$ cat config.mk
export PLATFORM = sky130hd
export DESIGN_NAME = hazard_ctrl_flat
export DESIGN_NICKNAME = d
export VERILOG_FILES = /design/src/rtl/hazard_ctrl_if.sv /design/src/rtl/hazard_ctrl.sv /design/src/flat_wrapper.sv
export SDC_FILE = /design/constraint.sdc
export NUM_CORES = 1
export LEC_CHECK = 0
export ABC_AREA = 0
export ABC_CLOCK_PERIOD_IN_PS = 4200
export CORE_UTILIZATION = 50
export CTS_BUF_LIST = sky130_fd_sc_hd__clkbuf_4 sky130_fd_sc_hd__clkbuf_8 sky130_fd_sc_hd__clkbuf_16
export CTS_CLUSTER_DIAMETER = 120
export DETAILED_ROUTE_END_ITERATION = 8
export GPL_TIMING_DRIVEN = 0
export HOLD_SLACK_MARGIN = 0.08
export PLACE_DENSITY = 0.85
export SYNTH_ARGS = -nofsm -noshare
export SYNTH_HDL_FRONTEND = slang
export SYNTH_SLANG_ARGS = --single-unit
$ cat constraint.sdc
create_clock -name clk -period 4.2 [get_ports clk]
set_input_delay 0.63 -clock clk [delete_from_list [all_inputs] [get_ports clk]]
set_output_delay 0.63 -clock clk [all_outputs]
set_load 0.1 [all_outputs]
$ cat src/rtl/hazard_ctrl_if.sv
// Pipeline-to-hazard-controller signal bundle: ID/EX/MEM hazard sources in, stage hold/clear controls and perf counters out.
// master = core pipeline side, slave = hazard_ctrl.
interface hazard_ctrl_if #(
    parameter int CNT_W = 32
);
    logic [4:0]       reg1_src_ID;
    logic [4:0]       reg2_src_ID;
    logic [4:0]       reg_dst_EX;
    logic             cache_read_en_EX;
    logic             br_taken_EX;
    logic             jalr_EX;
    logic             jal_ID;
    logic             mem_req_MEM;
    logic             miss;

    logic             bubbleF, bubbleD, bubbleE, bubbleM, bubbleW;
    logic             flushF, flushD, flushE, flushM, flushW;
    logic [CNT_W-1:0] stall_cnt;
    logic [CNT_W-1:0] miss_cnt;
    logic             timeout_err;

    modport master (
        output reg1_src_ID, reg2_src_ID, reg_dst_EX, cache_read_en_EX,
               br_taken_EX, jalr_EX, jal_ID, mem_req_MEM, miss,
        input  bubbleF, bubbleD, bubbleE, bubbleM, bubbleW,
               flushF, flushD, flushE, flushM, flushW,
               stall_cnt, miss_cnt, timeout_err
    );

    modport slave (
        input  reg1_src_ID, reg2_src_ID, reg_dst_EX, cache_read_en_EX,
               br_taken_EX, jalr_EX, jal_ID, mem_req_MEM, miss,
        output bubbleF, bubbleD, bubbleE, bubbleM, bubbleW,
               flushF, flushD, flushE, flushM, flushW,
               stall_cnt, miss_cnt, timeout_err
    );
endinterface

$ cat src/rtl/hazard_ctrl.sv
// Hazard controller for the 5-stage RV32I core: load-use stall, EX/ID redirect flush, D-cache miss freeze.
// Hold/clear controls are combinational (same cycle); counters, watchdog and miss FSM update on clk.
module hazard_ctrl #(
    parameter int TIMEOUT = 1024,
    parameter int CNT_W   = 32
) (
    input  logic              clk,
    input  logic              rst,
    hazard_ctrl_if.slave      bus
);
    localparam int WD_W = $clog2(TIMEOUT + 1);

    typedef enum logic {S_RUN, S_MISS} state_t;

    state_t           r_state;
    logic [CNT_W-1:0] r_stall_cnt;
    logic [CNT_W-1:0] r_miss_cnt;
    logic [WD_W-1:0]  r_wd;
    logic             r_timeout_err;

    logic             w_freeze;
    logic             w_redirect;
    logic             w_load_use;
    logic             w_stall_inc;
    logic [WD_W-1:0]  w_wd_inc;
    logic [4:0]       w_bubble;
    logic [4:0]       w_flush;

    // A miss in MISS state freezes regardless of mem_req_MEM; from RUN it needs an active access.
    assign w_freeze   = bus.miss && (r_state == S_MISS || bus.mem_req_MEM);
    assign w_redirect = bus.br_taken_EX || bus.jalr_EX;
    assign w_load_use = bus.cache_read_en_EX && (bus.reg_dst_EX != 5'd0) &&
                        (bus.reg_dst_EX == bus.reg1_src_ID || bus.reg_dst_EX == bus.reg2_src_ID);
    assign w_stall_inc = w_freeze || (w_load_use && !w_redirect);
    assign w_wd_inc    = (r_wd == WD_W'(TIMEOUT)) ? r_wd : r_wd + WD_W'(1);

    // Bit order {F, D, E, M, W}.
    always_comb begin
        w_bubble = 5'b00000;
        w_flush  = 5'b00000;
        if (rst) begin
            w_flush = 5'b11111;
        end else if (w_freeze) begin
            w_bubble = 5'b11111;
        end else if (w_redirect) begin
            w_flush = 5'b01100;
        end else if (w_load_use) begin
            w_bubble = 5'b11000;
            w_flush  = 5'b00100;
        end else if (bus.jal_ID) begin
            w_flush = 5'b01000;
        end
    end

    assign {bus.bubbleF, bus.bubbleD, bus.bubbleE, bus.bubbleM, bus.bubbleW} = w_bubble;
    assign {bus.flushF,  bus.flushD,  bus.flushE,  bus.flushM,  bus.flushW}  = w_flush;
    assign bus.stall_cnt   = r_stall_cnt;
    assign bus.miss_cnt    = r_miss_cnt;
    assign bus.timeout_err = r_timeout_err;

    always_ff @(posedge clk or posedge rst) begin
        if (rst) begin
            r_state       <= S_RUN;
            r_stall_cnt   <= '0;
            r_miss_cnt    <= '0;
            r_wd          <= '0;
            r_timeout_err <= 1'b0;
        end else begin
            if (w_stall_inc) begin
                r_stall_cnt <= r_stall_cnt + {{(CNT_W-1){1'b0}}, 1'b1};
            end

            case (r_state)
                S_RUN: begin
                    if (w_freeze) begin
                        r_state    <= S_MISS;
                        r_miss_cnt <= r_miss_cnt + {{(CNT_W-1){1'b0}}, 1'b1};
                    end
                end
                S_MISS: begin
                    if (!bus.miss) begin
                        r_state <= S_RUN;
                    end
                end
                default: r_state <= S_RUN;
            endcase

            // Watchdog counts every frozen cycle including the entry cycle; cleared once the pipe advances.
            if (w_freeze) begin
                r_wd <= w_wd_inc;
                if (w_wd_inc == WD_W'(TIMEOUT)) begin
                    r_timeout_err <= 1'b1;
                end
            end else begin
                r_wd <= '0;
            end
        end
    end
endmodule

$ cat src/flat_wrapper.sv
// flat-port wrapper written by rule: the top's interface ports become plain ports
module hazard_ctrl_flat 
#(
    parameter int TIMEOUT = 1024,
    parameter int CNT_W   = 32
)
  (clk, rst, bus_reg1_src_ID, bus_reg2_src_ID, bus_reg_dst_EX, bus_cache_read_en_EX, bus_br_taken_EX, bus_jalr_EX, bus_jal_ID, bus_mem_req_MEM, bus_miss, bus_bubbleF, bus_bubbleD, bus_bubbleE, bus_bubbleM, bus_bubbleW, bus_flushF, bus_flushD, bus_flushE, bus_flushM, bus_flushW, bus_stall_cnt, bus_miss_cnt, bus_timeout_err);
  hazard_ctrl_if #(.CNT_W(CNT_W)) bus_i ();
  input  logic clk;
  input  logic rst;
  input wire logic [$bits(bus_i.reg1_src_ID)-1:0] bus_reg1_src_ID;
  input wire logic [$bits(bus_i.reg2_src_ID)-1:0] bus_reg2_src_ID;
  input wire logic [$bits(bus_i.reg_dst_EX)-1:0] bus_reg_dst_EX;
  input wire logic [$bits(bus_i.cache_read_en_EX)-1:0] bus_cache_read_en_EX;
  input wire logic [$bits(bus_i.br_taken_EX)-1:0] bus_br_taken_EX;
  input wire logic [$bits(bus_i.jalr_EX)-1:0] bus_jalr_EX;
  input wire logic [$bits(bus_i.jal_ID)-1:0] bus_jal_ID;
  input wire logic [$bits(bus_i.mem_req_MEM)-1:0] bus_mem_req_MEM;
  input wire logic [$bits(bus_i.miss)-1:0] bus_miss;
  output wire logic [$bits(bus_i.bubbleF)-1:0] bus_bubbleF;
  output wire logic [$bits(bus_i.bubbleD)-1:0] bus_bubbleD;
  output wire logic [$bits(bus_i.bubbleE)-1:0] bus_bubbleE;
  output wire logic [$bits(bus_i.bubbleM)-1:0] bus_bubbleM;
  output wire logic [$bits(bus_i.bubbleW)-1:0] bus_bubbleW;
  output wire logic [$bits(bus_i.flushF)-1:0] bus_flushF;
  output wire logic [$bits(bus_i.flushD)-1:0] bus_flushD;
  output wire logic [$bits(bus_i.flushE)-1:0] bus_flushE;
  output wire logic [$bits(bus_i.flushM)-1:0] bus_flushM;
  output wire logic [$bits(bus_i.flushW)-1:0] bus_flushW;
  output wire logic [$bits(bus_i.stall_cnt)-1:0] bus_stall_cnt;
  output wire logic [$bits(bus_i.miss_cnt)-1:0] bus_miss_cnt;
  output wire logic [$bits(bus_i.timeout_err)-1:0] bus_timeout_err;
  assign bus_i.reg1_src_ID = bus_reg1_src_ID;
  assign bus_i.reg2_src_ID = bus_reg2_src_ID;
  assign bus_i.reg_dst_EX = bus_reg_dst_EX;
  assign bus_i.cache_read_en_EX = bus_cache_read_en_EX;
  assign bus_i.br_taken_EX = bus_br_taken_EX;
  assign bus_i.jalr_EX = bus_jalr_EX;
  assign bus_i.jal_ID = bus_jal_ID;
  assign bus_i.mem_req_MEM = bus_mem_req_MEM;
  assign bus_i.miss = bus_miss;
  assign bus_bubbleF = bus_i.bubbleF;
  assign bus_bubbleD = bus_i.bubbleD;
  assign bus_bubbleE = bus_i.bubbleE;
  assign bus_bubbleM = bus_i.bubbleM;
  assign bus_bubbleW = bus_i.bubbleW;
  assign bus_flushF = bus_i.flushF;
  assign bus_flushD = bus_i.flushD;
  assign bus_flushE = bus_i.flushE;
  assign bus_flushM = bus_i.flushM;
  assign bus_flushW = bus_i.flushW;
  assign bus_stall_cnt = bus_i.stall_cnt;
  assign bus_miss_cnt = bus_i.miss_cnt;
  assign bus_timeout_err = bus_i.timeout_err;
  hazard_ctrl #(.TIMEOUT(TIMEOUT), .CNT_W(CNT_W)) u_core (.clk(clk), .rst(rst), .bus(bus_i));
endmodule
==> impl_metrics.tcl, run 1 <==
set metrics [dict create \
    synthTopCellsByCount "dfrtp_1, xnor2_1, nand3_1, nand2_1, nor2_1" \
    peakVddDrop_v 0.000505 \
    end_kind "primary output" \
    h-tree-depth 3 \
    design.die.area_sq_um 7850 \
    reg2reg_slack_ps 1710 \
    first_global_vias 2876 \
    via_count 2882 \
    die_w_um 88.6 \
    hold_viol 0 \
    drive_gt1_share_pct 7.94 \
    place_area_sq_um 4890 \
    min_path_cells 1 \
    netlist.area_leader.share_pct 51.4 \
    regArea_sq_um 1930 \
    area_delta_synth_final_pct 36.5 \
    io_pins 98 \
    leakagePower_nw 2.24 \
    synthDistinctLibCells 40 \
    postSynthAreaPerCell_sq_um 10.7 \
    grt_pass1_wl_um 13300 \
    cts_tree "yes" \
    max_cap_violations 0 \
    synthArstFlopShare_pct 100 \
    setup.worst_path.class "input pin to primary output" \
    grt_max_degree 36 \
    slew_headroom_pct 32.3 \
    synth_cells 351 \
    rows 31 \
    synth_area_leaders "dfrtp_1, xnor2_1, xor2_1" \
    synth_edf_count 0 \
    whs_endpoint "u_core.bus.timeout_err" \
    rr_startpoint "u_core.r_wd[0]" \
    hp-start "u_core.bus.timeout_err" \
    grt_overflow 0 \
    drv_slew 0 \
    synth_flop_cell "dfrtp_1" \
    cp_data_required_time_ps 3570 \
    critPathArrivalTime_ps 3320 \
    track_usage_pct 22.2 \
    hpwlAfterDp_um 5810 \
    synth_most_common_cell "dfrtp_1" \
    yosys_register_bits 77 \
    syn_area_sq_um 3750 \
    cts.clk_slew.worst_paths_ps 70 \
    port_buffers 97 \
    cts_buffer_depth 2 \
    worstPathMaxFanout 10 \
    drt-vias-per-instance 5.10 \
    multi_input_area_sq_um 1700 \
    worst_pin_slew_ps 1010 \
    critPathTopFamily "buffers and inverters" \
    outcome "finished, final reports clean" \
    reg2reg_depth 8 \
    yosys_warnings 0 \
    wire_per_inst_um 13.9 \
    start_util_pct 51.7 \
    nets 488 \
    num_antenna_cells 0 \
    finalSetupViolations 0 \
    fin_area_sq_um 5120 \
    cp_num_buf_inv 3 \
    drt-total-wl_um 7850 \
    remaining_drc_errors 0 \
    finalCriticalPeriod_ps 3950 \
    skew_ps 11.8 \
    first_pass_iters 4 \
    coreArea_sq_um 7250 \
    hp-class "flop to flop" \
    yosysTopAreaCell "dfrtp_1" \
    drt_iter0_drc 143 \
    fmax_ghz 0.253 \
    slowest_stage "dlygate4sd2_1" \
    finish.utilization_pct 70.6 \
    root_buffer "clkbuf_8" \
    n_fill_cell 539 \
    rsz0062_at_grt "false" \
    syn_nets 378 \
    routabilityCongestion 0.856 \
    cts.sinks 77 \
    slowest_delay_ps 880 \
    cts_hold_buf 0 \
    antenna_found_initial 0 \
    die_height_um 88.6 \
    drtAntennaViolNets 0 \
    period_share_pct 94.0 \
    synth.yosys.seq_area_share_pct 51.4 \
    crit_chain "clkdlybuf4s50_1 > or4_1 > o21a_1 > a31o_4 > buf_2 > o21ai_1 > dlygate4sd2_1" \
    cts_made_buffers 9 \
    crit_path_start_kind "input pin" \
    reg2reg_to "u_core.bus.timeout_err" \
    p_per_area_nw_per_um2 444 \
    clock_latency_ps 340 \
]
## stage by stage
| step | setup WS, ps | setup TNS, ps | total power [mW] | instances | hold slack, ps |
|---|---|---|---|---|---|
| 2_1_floorplan | 288 | 0 | 1.45 | 351 | 540 |
| 3_3_place_gp | -816 | -2950 | 1.64 | 547 | 455 |
| 3_5_place_dp | -46.7 | -91.4 | 1.66 | 549 | 462 |
| 4_1_cts | 28.4 | 0 | 2.29 | 565 | 483 |
| 5_1_grt | 128 | 0 | 2.36 | 565 | 506 |
| 6_report | 252 | 0 | 2.27 | 565 | 477 |
## flip-flops by register name, summed over array words and instances (netlist names)
name                    cells
u_core.bus.miss_cnt        32
u_core.bus.stall_cnt       32
u_core.r_wd                11
u_core.bus.timeout_err      1
u_core.r_state              1
## cells by family (layout without fill, tap and decap cells)
kind of cell,after synthesis,count (layout),synth area share [%]
DFF,77,77,51.4
AOI/OAI and AO/OA,17,17,3.20
muxes,4,4,1.30
adders and majority gates,4,4,1.33
buffers and inverters,23,138,3.20
xor gates and xnor gates,80,80,18.7
and+or+nand+nor,146,146,20.9
## worst max-delay path by stage
stage                           start          end  cells past startpoint
floorplan                         rst   bus_flushE                      2
global placement                  rst  bus_bubbleF                      5
detailed placement  bus_reg_dst_EX[3]  bus_bubbleF                      9
CTS                 bus_reg_dst_EX[3]  bus_bubbleD                      8
global route        bus_reg_dst_EX[3]  bus_bubbleF                      9
finish              bus_reg_dst_EX[3]   bus_flushD                      7
## report_power, final
group          switching (mW)  internal, mW  total (mW)
logic                   0.569         0.198       0.768
clock network           0.259         0.373       0.632
registers              0.0737         0.800       0.874
## routing by layer
layer / part of all wire (%) / global-route usage [%] / up-vias
li1: - / - / 1416
met1: 43 / 27.5 / 1375
met2: 51 / 38.0 / 82
met3: 5.1 / 5.60 / 9
met4: 1.4 / 7.48 / 0
met5: 0 / 0 / -
## final cells by class
class | count | area share (%)
sequential | 77 | 37.6
timing repair buffer | 99 | 19.8
inverter | 9 | 0.733
buffer | 14 | 1.69
clock buffer | 13 | 3.13
multi-input combinational | 251 | 33.3
tap | 99 | 2.42
clock inverter | 3 | 1.34
## what timing repair did
item / 4_1_cts / 5_1_grt
gates resized for setup: 2 / 1
setup endpoints to repair: 2 / 1
buffers inserted: 0 / 0
hold endpoints to repair: 0 / 0
## placed cells by master (no fill, tap or decap), types with 3 or more instances in the layout
| cell type | count |
|---|---|
| xnor2_1 | 60 |
| and3_1 | 16 |
| and4_1 | 6 |
| and2_1 | 3 |
| clkdlybuf4s50_1 | 94 |
| nand3_1 | 32 |
| clkbuf_4 | 3 |
| clkbuf_8 | 10 |
| dfrtp_1 | 77 |
| o21ai_0 | 5 |
| xor2_1 | 20 |
| or3_1 | 3 |
| ha_1 | 4 |
| clkbuf_1 | 4 |
| nor2_1 | 26 |
| nand4_1 | 13 |
| mux2_2 | 3 |
| buf_2 | 3 |
| nor3_1 | 4 |
| buf_4 | 6 |
| inv_1 | 8 |
| nor3b_1 | 3 |
| nand2_1 | 29 |
## worst register-to-register path: cells and delay by family (launching register included)
kind,cells,cell delay [ps]
compound gates,2,630
fa+ha+maj,1,160
buf+inv,1,130
flops,1,430
mux,1,390
simple gates,3,690
(Power assumes the default switching activity.)
==> run 2: changes to the inputs <==
Settings changed: GPL_ROUTABILITY_DRIVEN from default to 0.
==> results of run 2 <==
The final DEF is identical to that of run 1; final timing and power are the same.
==> run 3: changes to the inputs <==
Settings changed: CAP_MARGIN from default to 5, CORE_MARGIN from default to 1.5, RECOVER_POWER from default to 25.
==> run 3 against run 2 <==
- worst setup slack lost 14 ps
- combinational power is essentially flat
- flip-flop and latch count is the same
- clock skew is essentially flat
- critical path depth is the same
- cell count shrank 0.18%
- sequential power is essentially flat
- fmax shrank 0.37%
- critical endpoint unchanged
- largest cell class unchanged
- largest power group unchanged
==> impl_metrics.tcl, run 3 (synthesis gave the netlist of run 1 again) <==
set metrics [dict create \
    die_height_um 89.6 \
    design.die.area_sq_um 8030 \
    reg2reg_depth 8 \
    cts_setup_buffers 0 \
    wl_met3_um 420 \
    cp_data_required_time_ps 3570 \
    final_cell_mix "clkdlybuf4s50_1, dfrtp_1, xnor2_1" \
    skew_ps 12.0 \
    p_per_area_nw_per_um2 445 \
    slew_headroom_pct 32.2 \
    antenna_found_initial 0 \
    clock_latency_ps 340 \
    crit_path_start_kind "input pin" \
    cts_made_buffers 9 \
    num_antenna_cells 0 \
    die_w_um 89.6 \
    setup_slack_ps 238 \
    min_path_cells 1 \
    drt-vias-per-instance 5.23 \
    end_kind "primary output" \
    cts_hold_buf 0 \
    whs_endpoint "u_core.bus.miss_cnt[31]" \
    remaining_drc_errors 0 \
    h-tree-depth 3 \
    port_buffers 97 \
    worstPathMaxFanout 10 \
    reg2reg_slack_ps 1780 \
    rsz0062_at_grt "false" \
    coreArea_sq_um 7250 \
    track_usage_pct 21.6 \
    finalSetupViolations 0 \
    period_share_pct 94.3 \
    grt_max_degree 44 \
    drt-total-wl_um 8060 \
    rows 31 \
    drive_gt1_share_pct 7.96 \
    finalCriticalPeriod_ps 3960 \
    drt_iter0_drc 111 \
    critPathArrivalTime_ps 3330 \
    wl_met2_um 4160 \
    worst_pin_slew_ps 1010 \
    highest_layer "met4" \
    reg2reg_to "u_core.bus.timeout_err" \
    cts.clk_slew.worst_paths_ps 70 \
    area_delta_synth_final_pct 36.0 \
    cts_tree "yes" \
    leakagePower_nw 2.22 \
    via_count 2949 \
    whs_ps 471 \
    drtAntennaViolNets 0 \
    first_global_vias 2930 \
    start_util_pct 51.7 \
    drt-met1-wl_um 3390 \
    pre_cts_ws_ps -205 \
    root_buffer "clkbuf_8" \
    fmax_ghz 0.252 \
    cts.sinks 77 \
    io_pins 98 \
    rr_startpoint "u_core.r_wd[0]" \
    finish.utilization_pct 70.3 \
    hpwlAfterDp_um 5970 \
    max_cap_violations 0 \
    setup.worst_path.class "input pin to primary output" \
    grt_overflow 0 \
    drv_slew 0 \
    outcome "finished, final reports clean" \
    grt_pass1_wl_um 13300 \
    cts_buffer_depth 2 \
    hp-class "flop to flop" \
    wire_per_inst_um 14.3 \
    peakVddDrop_v 0.000441 \
    hold_viol 0 \
    layout_commonest_cell "clkdlybuf4s50_1" \
    first_pass_iters 4 \
    nets 488 \
    hp-start "u_core.bus.miss_cnt[31]" \
]
run 3: how the worst max path moves through the flow:
stage,startpoint,end,slack (ps),depth (start not counted)
floorplan,rst,bus_flushE,290,2
global placement,rst,bus_bubbleF,-820,5
detailed placement,rst,bus_bubbleF,-200,6
CTS,bus_reg_dst_EX[0],bus_bubbleD,60,7
global route,rst,bus_flushE,120,4
finish,bus_reg_dst_EX[0],bus_flushD,240,7
run 3: cell type report:
type                    count  area, sq um
plain buffers              14         86.3
clock buffers              12          159
clock inverters             3         68.8
fillers                   559         2150
inverters                   9         37.5
multi-input cells         251         1700
flip-flops and latches     77         1930
well taps                  99          124
repair buffers             98          990
repair inverters            1         5.00
run 3: repair_timing:
item,in CTS,in global routing
resized for setup,2,1
gates cloned,1,0
endpoints found under the setup margin,3,1
run 3: report_power, final:
part | internal (mW) | leakage [nW] | switching, mW
clock | 0.372 | 0.116 | 0.252
sequential | 0.800 | 1.05 | 0.0750
combinational | 0.198 | 1.06 | 0.572
total | 1.37 | 2.22 | 0.899
run 3: per-stage QoR:
stage | instances | area (sq um) | setup TNS, ps | total power [mW]
3_5_place_dp | 548 | 4870 | -495 | 1.66
2_1_floorplan | 351 | 3750 | 0 | 1.45
5_1_grt | 564 | 5100 | 0 | 2.35
4_1_cts | 564 | 5100 | 0 | 2.29
3_3_place_gp | 547 | 4850 | -2970 | 1.64
6_report | 564 | 5100 | 0 | 2.27
run 3: layer usage:
metal  track usage, %  up-vias
met5                0        -
met4             7.97        0
met1             25.9     1442
met3             4.20        9
li1                 -     1416
met2             38.6       82
run 3: critical path: stages:
cell             delay [ps]
clkdlybuf4s50_1         470
or4_1                   540
o21a_1                  210
a31o_4                  270
buf_2                   190
o21ai_1                 140
dlygate4sd2_1           870
